$ cat config.mk
export PLATFORM = sky130hd
export DESIGN_NAME = fetch_stage
export DESIGN_NICKNAME = d
export VERILOG_FILES = /design/src/rtl/rv_pipe_pkg.sv /design/src/rtl/if_id_reg.sv /design/src/rtl/fetch_stage.sv
export SDC_FILE = /design/constraint.sdc
export NUM_CORES = 1
export LEC_CHECK = 0
export ABC_AREA = 1
export BUFFER_PORTS_ARGS = -buffer_cell sky130_fd_sc_hd__buf_2
export CAP_MARGIN = 30
export CORE_ASPECT_RATIO = 1.5
export CORE_MARGIN = 10
export CORE_UTILIZATION = 38
export DETAILED_ROUTE_END_ITERATION = 10
export SYNTH_ARGS = -nofsm -noshare
export SYNTH_HDL_FRONTEND = slang
export SYNTH_SLANG_ARGS = --single-unit
$ cat constraint.sdc
create_clock -name i_clk -period 2.1 [get_ports i_clk]
set_input_delay 0.105 -clock i_clk [delete_from_list [all_inputs] [get_ports i_clk]]
set_output_delay 0.105 -clock i_clk [all_outputs]
set_load 0.005 [all_outputs]
$ cat src/rtl/rv_pipe_pkg.sv
// Shared types and constants for the RV pipeline front end.
//   fetch_state_e : fetch FSM states
//   if_id_t       : IF/ID pipeline register contents
//   NOP_INSTR     : bubble encoding (addi x0,x0,0)
package rv_pipe_pkg;

   localparam logic [31:0] NOP_INSTR = 32'h0000_0013;

   typedef enum logic [1:0] {
      S_REQ,   // request on the bus, waiting for gnt
      S_WAIT,  // granted, waiting for rvalid
      S_DROP,  // redirected while a request was in flight; swallow its response
      S_HOLD   // response parked in the buffer while decode is stalled
   } fetch_state_e;

   typedef struct packed {
      logic [31:0] instr;
      logic [31:0] pc;
      logic        valid;
   } if_id_t;

endpackage

$ cat src/rtl/if_id_reg.sv
// IF/ID pipeline register.
//   i_clk, i_reset        : clock, synchronous active-high reset (loads a bubble, pc 0)
//   i_enable              : load i_instr/i_pc/i_valid; when low all fields hold
//   i_flush               : load a bubble regardless of i_enable
//   i_instr, i_pc, i_valid: next contents
//   o_instr, o_pc, o_valid: current contents
module if_id_reg
   import rv_pipe_pkg::*;
#(
   parameter logic [31:0] NOP = rv_pipe_pkg::NOP_INSTR
) (
   input  logic        i_clk,
   input  logic        i_reset,
   input  logic        i_enable,
   input  logic        i_flush,
   input  logic [31:0] i_instr,
   input  logic [31:0] i_pc,
   input  logic        i_valid,
   output logic [31:0] o_instr,
   output logic [31:0] o_pc,
   output logic        o_valid
);

   if_id_t if_id_q;

   always_ff @(posedge i_clk) begin
      if (i_reset)       if_id_q <= '{instr: NOP,     pc: 32'h0, valid: 1'b0};
      else if (i_flush)  if_id_q <= '{instr: NOP,     pc: i_pc,  valid: 1'b0};
      else if (i_enable) if_id_q <= '{instr: i_instr, pc: i_pc,  valid: i_valid};
   end

   assign o_instr = if_id_q.instr;
   assign o_pc    = if_id_q.pc;
   assign o_valid = if_id_q.valid;

endmodule

$ cat src/rtl/fetch_stage.sv
// Instruction fetch stage: owns the PC, runs a single-outstanding
// req/gnt/rvalid handshake to instruction memory, parks a returned word
// while decode is stalled, and feeds the IF/ID register.
//   i_clk, i_reset              : clock, synchronous active-high reset
//   i_enable_pc, i_enable_if    : PC advance / IF/ID load enables (stall when low)
//   i_flush, i_redirect_pc      : control-hazard redirect; bubbles IF/ID
//   o_imem_req, o_imem_addr     : fetch request and word-aligned byte address
//   i_imem_gnt                  : request accepted
//   i_imem_rvalid, i_imem_rdata : response
//   o_instr_id, o_pc_id, o_valid_id : IF/ID contents
//   o_misaligned                : last redirect target had bits[1:0] != 0
module fetch_stage
   import rv_pipe_pkg::*;
#(
   parameter logic [31:0] RESET_PC  = 32'h0000_0000,
   parameter logic [31:0] NOP_INSTR = rv_pipe_pkg::NOP_INSTR
) (
   input  logic        i_clk,
   input  logic        i_reset,
   input  logic        i_enable_pc,
   input  logic        i_enable_if,
   input  logic        i_flush,
   input  logic [31:0] i_redirect_pc,
   output logic        o_imem_req,
   output logic [31:0] o_imem_addr,
   input  logic        i_imem_gnt,
   input  logic        i_imem_rvalid,
   input  logic [31:0] i_imem_rdata,
   output logic [31:0] o_instr_id,
   output logic [31:0] o_pc_id,
   output logic        o_valid_id,
   output logic        o_misaligned
);

   fetch_state_e state_q, state_d;
   logic [31:0]  pc_q, pc_d;
   logic [31:0]  req_pc_q, req_pc_d;
   logic [31:0]  buf_q, buf_d;
   logic         mis_q, mis_d;
   logic         req_c;
   logic         outstanding;
   logic [31:0]  ld_instr, ld_pc;
   logic         ld_valid;

   // A request is in flight at this edge if it was granted earlier and its
   // response is not arriving now, or if it is being granted right now.
   assign outstanding = ((state_q == S_WAIT || state_q == S_DROP) && !i_imem_rvalid) ||
                        (state_q == S_REQ && i_imem_gnt);

   always_comb begin
      state_d  = state_q;
      pc_d     = pc_q;
      req_pc_d = req_pc_q;
      buf_d    = buf_q;
      mis_d    = mis_q;
      req_c    = 1'b0;
      // Anything not delivering a real word this cycle loads a bubble.
      ld_instr = NOP_INSTR;
      ld_pc    = pc_q;
      ld_valid = 1'b0;

      unique case (state_q)
         S_REQ: begin
            req_c = 1'b1;
            if (i_imem_gnt) begin
               state_d  = S_WAIT;
               req_pc_d = pc_q;
            end
         end
         S_WAIT: begin
            if (i_imem_rvalid) begin
               if (i_enable_if && i_enable_pc) begin
                  ld_instr = i_imem_rdata;
                  ld_pc    = req_pc_q;
                  ld_valid = 1'b1;
                  pc_d     = req_pc_q + 32'd4;
                  state_d  = S_REQ;
               end else begin
                  // Either stage is stalled: park the word until release.
                  buf_d   = i_imem_rdata;
                  state_d = S_HOLD;
               end
            end
         end
         S_DROP: begin
            if (i_imem_rvalid) state_d = S_REQ;
         end
         S_HOLD: begin
            if (i_enable_if) begin
               ld_instr = buf_q;
               ld_pc    = req_pc_q;
               ld_valid = 1'b1;
               if (i_enable_pc) pc_d = req_pc_q + 32'd4;
               buf_d    = 32'h0;
               state_d  = S_REQ;
            end
         end
      endcase

      // Redirect wins over stalls and the FSM.
      if (i_flush) begin
         pc_d    = {i_redirect_pc[31:2], 2'b00};
         mis_d   = |i_redirect_pc[1:0];
         buf_d   = 32'h0;
         state_d = outstanding ? S_DROP : S_REQ;
      end
   end

   always_ff @(posedge i_clk) begin
      if (i_reset) begin
         state_q  <= S_REQ;
         pc_q     <= RESET_PC;
         req_pc_q <= RESET_PC;
         buf_q    <= 32'h0;
         mis_q    <= 1'b0;
      end else begin
         state_q  <= state_d;
         pc_q     <= pc_d;
         req_pc_q <= req_pc_d;
         buf_q    <= buf_d;
         mis_q    <= mis_d;
      end
   end

   assign o_imem_req   = req_c && !i_reset;
   assign o_imem_addr  = pc_q;
   assign o_misaligned = mis_q;

   if_id_reg #(.NOP(NOP_INSTR)) u_if_id (
      .i_clk    (i_clk),
      .i_reset  (i_reset),
      .i_enable (i_enable_if),
      .i_flush  (i_flush),
      .i_instr  (ld_instr),
      .i_pc     (ld_pc),
      .i_valid  (ld_valid),
      .o_instr  (o_instr_id),
      .o_pc     (o_pc_id),
      .o_valid  (o_valid_id)
   );

endmodule
==> impl_metrics.env, run 1 <==
export IMPL_vias=7976
export IMPL_cts_root_buf="clkbuf_16"
export IMPL_htreeDepth=4
export IMPL_wirelength_mm=26.4
export IMPL_muxShareOfSynthArea_pct=0
export IMPL_cts_buffers=17
export IMPL_first_iter_violations=507
export IMPL_via_per_inst=5.13
export IMPL_hp_class="input port to flop"
export IMPL_grt_pass1_vias=7852
export IMPL_area_growth_pct=24.3
export IMPL_synth_seq_area_share_pct=42.4
export IMPL_place_hpwl_mm=18.5
export IMPL_setup_viol=0
export IMPL_cts_buffer_depth=2
export IMPL_async_reset_ff_share_pct=0
export IMPL_rr_endpoint="u_if_id.o_pc[2]"
export IMPL_placed_cells=1501
export IMPL_diodes=0
export IMPL_synthCells=1120
export IMPL_pin_count=170
export IMPL_p_leak_nw=3.90
export IMPL_cp_start_kind="flop"
export IMPL_finClkSkew_ns=0.0173
export IMPL_routedWlPerCell_um=17.0
export IMPL_synth_top_family_by_area="compound AO/OA/AOI/OAI gates"
export IMPL_gp_congestion=0.976
export IMPL_path_class="flop to flop"
export IMPL_tritoncts="done"
export IMPL_critPathCaptureType="flop"
export IMPL_hold_viol_final=0
export IMPL_path_max_fanout=32
export IMPL_reg2reg_from="state_q[1]"
export IMPL_final_util_pct=48.3
export IMPL_synth_xor_area_share_pct=1.02
export IMPL_final_layout_size_suffix_gt1_share_pct=19.2
export IMPL_wl_met1_mm=10.3
export IMPL_clk_pin_slew_worst_paths_ns=0.07
export IMPL_overflow=0
export IMPL_slew_limit_headroom_pct=53.9
export IMPL_cp_endpoint="u_if_id.o_pc[2]"
export IMPL_final_antenna_net_count=0
export IMPL_dr_wl_met2_mm=14.0
export IMPL_synth_area_per_cell_um2=6.91
export IMPL_synth_compound_area_share_pct=24.7
export IMPL_rrSetupSlack_ns=0.21
export IMPL_cp_required_ns=2.41
export IMPL_die_w_um=137
export IMPL_cts_sinks=164
export IMPL_layout_commonest_cell="nand2_1"
export IMPL_grt_pass1_wl_mm=42.0
export IMPL_status="finished clean"
export IMPL_fmax_mhz=528
export IMPL_clkLatencyLatePin_ns=0.43
export IMPL_layout_common_cells="nand2_1, a21oi_1, buf_2"
export IMPL_drc=0
export IMPL_antenna_found_initial=0
export IMPL_grt_max_degree=64
export IMPL_io_buffers=169
export IMPL_drv_cap=0
export IMPL_power_density_mw_per_mm2=801
export IMPL_period_needed_ns=1.89
export IMPL_die_area_mm2=0.0266
export IMPL_tightest_slew_ns=0.690
export IMPL_synth_edf_count=0
export IMPL_num_rows=63
export IMPL_core_area_mm2=0.0199
export IMPL_syn_nets=1196
export IMPL_p_total_mw=7.71
export IMPL_dr_pass1_iters=5
export IMPL_reg2reg_depth=9
export IMPL_ys_ff_latch=164
export IMPL_met3_length_mm=1.67
export IMPL_ys_flop_type="dfxtp_1"
export IMPL_grt_usage_pct=19.5
export IMPL_fin_cells=1556
export IMPL_fp_dieH_um=195
export IMPL_start_util_pct=38.8
export IMPL_synthAdderAreaFrac_pct=0.808
export IMPL_startpoint="state_q[1]"
export IMPL_netlist_area_mm2=0.00774
export IMPL_slew_viol_final=0
export IMPL_post_route_period_util_pct=90.1
export IMPL_ys_types=31
export IMPL_yosysWarnings=0
export IMPL_peakVddDrop_mv=0.479
export IMPL_post_synth_and_or_nand_nor_area_fraction_pct=21.8
export IMPL_rsz0062_at_grt="true"
export IMPL_num_nets_final=1359
export IMPL_top_layer="met4"
export IMPL_arrival_ns=2.20
-- sequential cells by signal (all words and copies together), names as in the netlist --
signal and cells:
buf_q 32, o_imem_addr 32, o_misaligned 1, req_pc_q 32, state_q 2, u_if_id.o_instr 32
u_if_id.o_pc 32, u_if_id.o_valid 1
-- synthesized netlist by cell type, types with 2 or more instances --
| cell type | n | area, um^2 |
|---|---|---|
| buf_2 | 12 | 60.1 |
| nor2_2 | 5 | 31.3 |
| a31oi_1 | 11 | 68.8 |
| ha_1 | 5 | 62.6 |
| xor2_1 | 7 | 61.3 |
| inv_2 | 5 | 18.8 |
| buf_1 | 5 | 18.8 |
| nor2_1 | 74 | 278 |
| nand4_1 | 4 | 25.0 |
| nand2_1 | 277 | 1040 |
| xnor2_1 | 2 | 17.5 |
| a211oi_1 | 25 | 188 |
| a21oi_1 | 176 | 881 |
| o21ai_0 | 138 | 691 |
| buf_6 | 8 | 90.1 |
| inv_1 | 88 | 330 |
| nand3_1 | 51 | 255 |
| clkbuf_1 | 43 | 161 |
| buf_4 | 4 | 30.0 |
| dfxtp_1 | 164 | 3280 |
| a211oi_2 | 5 | 62.6 |
| nand2_2 | 2 | 12.5 |
-- stage by stage --
step | hold WS (ns) | setup WS [ns] | TNS, ns | cell area [um^2]
2_1_floorplan | 0.230 | 0.467 | 0 | 7740
3_3_place_gp | 0.322 | 0.215 | 0 | 8770
3_5_place_dp | 0.333 | 0.153 | 0 | 8770
4_1_cts | 0.000522 | 0.133 | 0 | 9620
5_1_grt | 0.0210 | -0.00213 | -0.00213 | 9630
6_report | 0.00948 | 0.207 | 0 | 9630
-- critical path: stages, from the launching register on --
cell     delay [ns]
dfxtp_1        0.37
inv_1          0.08
ha_1           0.26
nand2_1        0.20
o21ai_2        0.10
nor2_2         0.16
nand2_2        0.05
buf_4          0.27
a21oi_1        0.19
a21oi_1        0.08
-- worst min path at each step --
stage | from | to | slack, ns | cells after the start
after floorplan | i_redirect_pc[0] | o_misaligned | 0.23 | 2
after global placement | i_redirect_pc[0] | o_misaligned | 0.32 | 3
after detailed placement | i_redirect_pc[0] | o_misaligned | 0.33 | 3
after CTS | i_imem_rdata[16] | buf_q[16] | 0.0005 | 3
after global routing | i_imem_rdata[9] | buf_q[9] | 0.02 | 3
final | i_redirect_pc[25] | o_imem_addr[25] | 0.009 | 5
-- logic make-up after synthesis --
family | after synthesis
buffers and inverters | 166
and+or+nand+nor | 418
AOI/OAI and AO/OA | 358
DFF | 164
adders and majority gates | 5
xor gates and xnor gates | 9
-- power by group --
part           internal [mW]  switching [mW]
registers               3.29           0.161
clock network           1.93            1.37
logic                  0.367           0.609
-- layout make-up --
type / count / area, um^2
fill: 2068 / 10300
multi-input combinational: 790 / 3750
sequential: 164 / 3280
timing repair buffer: 217 / 1310
clock buffer: 19 / 443
inverter: 93 / 352
tap: 260 / 325
clock inverter: 13 / 171
-- metal layers --
metal / vias to the layer above / track usage [%]
met5: - / 0
met4: 0 / 5.92
met3: 27 / 4.80
met2: 215 / 35.6
met1: 3692 / 21.3
li1: 4042 / -
-- what timing repair did --
action	CTS	global route
hold buffers	23	0
setup buffers	0	0
endpoints found under the setup margin	0	18
gates resized for setup	0	3
hold endpoints to repair	22	0
No activity file was read; power rests on OpenSTA's default activity.
==> run 2, diff against run 1 <==
--- a/config.mk
+++ b/config.mk
@@ -12,6 +12,7 @@
 export CORE_MARGIN = 10
 export CORE_UTILIZATION = 38
 export DETAILED_ROUTE_END_ITERATION = 10
+export PLACE_DENSITY = 0.64
 export SYNTH_ARGS = -nofsm -noshare
 export SYNTH_HDL_FRONTEND = slang
 export SYNTH_SLANG_ARGS = --single-unit
==> impl_metrics.env, run 2 (synthesis results as in run 1) <==
export IMPL_status="finished clean"
export IMPL_grt_pass1_wl_mm=41.9
export IMPL_rsz0062_at_grt="false"
export IMPL_slew_viol_final=0
export IMPL_routedWlPerCell_um=16.9
export IMPL_core_area_mm2=0.0199
export IMPL_start_util_pct=38.8
export IMPL_area_growth_pct=24.7
export IMPL_period_needed_ns=1.87
export IMPL_layout_commonest_cell="nand2_1"
export IMPL_post_cts_setup_buffer_count=0
export IMPL_hp_class="input port to flop"
export IMPL_peakVddDrop_mv=0.484
export IMPL_grt_pass1_vias=7954
export IMPL_post_route_period_util_pct=88.9
export IMPL_multiInputGateArea_mm2=0.00375
export IMPL_power_density_mw_per_mm2=793
export IMPL_cts_buffers=17
export IMPL_slew_limit_headroom_pct=62.0
export IMPL_hold_viol_final=0
export IMPL_fin_cells=1558
export IMPL_path_class="flop to flop"
export IMPL_arrival_ns=2.18
export IMPL_final_antenna_net_count=0
export IMPL_die_w_um=137
export IMPL_num_rows=63
export IMPL_drv_cap=0
export IMPL_gp_congestion=0.979
export IMPL_io_buffers=169
export IMPL_nFillCells=2069
export IMPL_critPathCaptureType="flop"
export IMPL_dr_pass1_iters=6
export IMPL_cts_sinks=164
export IMPL_clk_pin_slew_worst_paths_ns=0.07
export IMPL_setup_viol=0
export IMPL_htreeDepth=4
export IMPL_layout_common_cells="nand2_1, a21oi_1, buf_2"
export IMPL_clkLatencyLatePin_ns=0.43
export IMPL_tritoncts="done"
export IMPL_final_util_pct=48.4
export IMPL_p_leak_nw=3.90
export IMPL_num_nets_final=1359
export IMPL_grt_max_degree=67
export IMPL_overflow=0
export IMPL_regArea_mm2=0.00328
export IMPL_pin_count=170
export IMPL_cp_start_kind="flop"
export IMPL_cp_required_ns=2.41
export IMPL_cts_root_buf="clkbuf_16"
export IMPL_tightest_slew_ns=0.570
export IMPL_wirelength_mm=26.3
export IMPL_placed_cells=1500
export IMPL_die_area_mm2=0.0266
export IMPL_cts_buffer_depth=2
export IMPL_grt_usage_pct=19.5
export IMPL_antenna_found_initial=4
export IMPL_fmax_mhz=535
export IMPL_place_hpwl_mm=18.8
export IMPL_drc=0
export IMPL_first_iter_violations=509
export IMPL_path_max_fanout=32
export IMPL_fp_dieH_um=195
export IMPL_via_per_inst=5.12
export IMPL_vias=7977
export IMPL_final_layout_size_suffix_gt1_share_pct=19.2
export IMPL_tns_ns=0
export IMPL_finClkSkew_ns=0.0112
run 2: cell count changes in the layout (fill, tap and decap cells not counted), moves of 2 or more:
cell / previous run / this run
buf_4: 21 / 19
diode_2: 0 / 2
clkinv_2: 2 / 0
inv_8: 1 / 4
buf_12: 3 / 5
run 2: power by group:
group / internal (mW) / switching, mW
combinational: 0.371 / 0.600
sequential: 3.29 / 0.163
clock: 1.81 / 1.43
total: 5.47 / 2.19
run 2: cell type report:
type	instances	area share [%]
clock buffer	17	4.41
multi-input combinational	790	38.8
clock inverter	15	1.96
tap	260	3.37
inverter	93	3.64
antenna	2	0.0518
timing repair buffer	217	13.8
sequential	164	34.0
run 2: worst paths after layout:
path / slack (ns) / depth (start not counted) / to / startpoint
worst max-delay path: 0.23 / 9 / u_if_id.o_pc[4] / state_q[1]
worst min-delay path: 0.01 / 5 / o_imem_addr[16] / i_redirect_pc[16]
worst max register to register: 0.23 / 9 / u_if_id.o_pc[4] / state_q[1]
worst min register to register: 0.46 / 2 / buf_q[3] / buf_q[3]
run 2: what timing repair did:
action	4_1_cts	5_1_grt
resized for setup	0	2
hold buffers	24	0
hold endpoints to repair	25	0
endpoints found under the setup margin	0	5
run 2: worst max-delay path, cell delays in order, from the launching register on:
cell and delay (ns):
dfxtp_1 0.37, inv_1 0.08, ha_1 0.25, nand2_1 0.20, o21ai_2 0.10, nor2_2 0.17, nand2_2 0.05, buf_4 0.26
a21oi_1 0.18, a21oi_1 0.08
run 2: metal layers:
layer	up-vias	part of all wire, %	track usage (%)
met5	-	0.068	0
met4	4	3.2	7.65
met3	46	5.9	5.42
met2	218	52	34.8
met1	3680	39	20.9
li1	4029	-	-
run 2: stage by stage:
step	power, mW	cell area [um^2]	hold WS, ns	worst slack, ns
finish	7.66	9650	0.0105	0.232
global route	8.01	9650	0.00922	0.0212
CTS	7.75	9650	0.00131	0.173
detailed placement	4.46	8790	0.326	0.186
global placement	4.44	8790	0.323	0.244
floorplan	4.07	7740	0.230	0.467
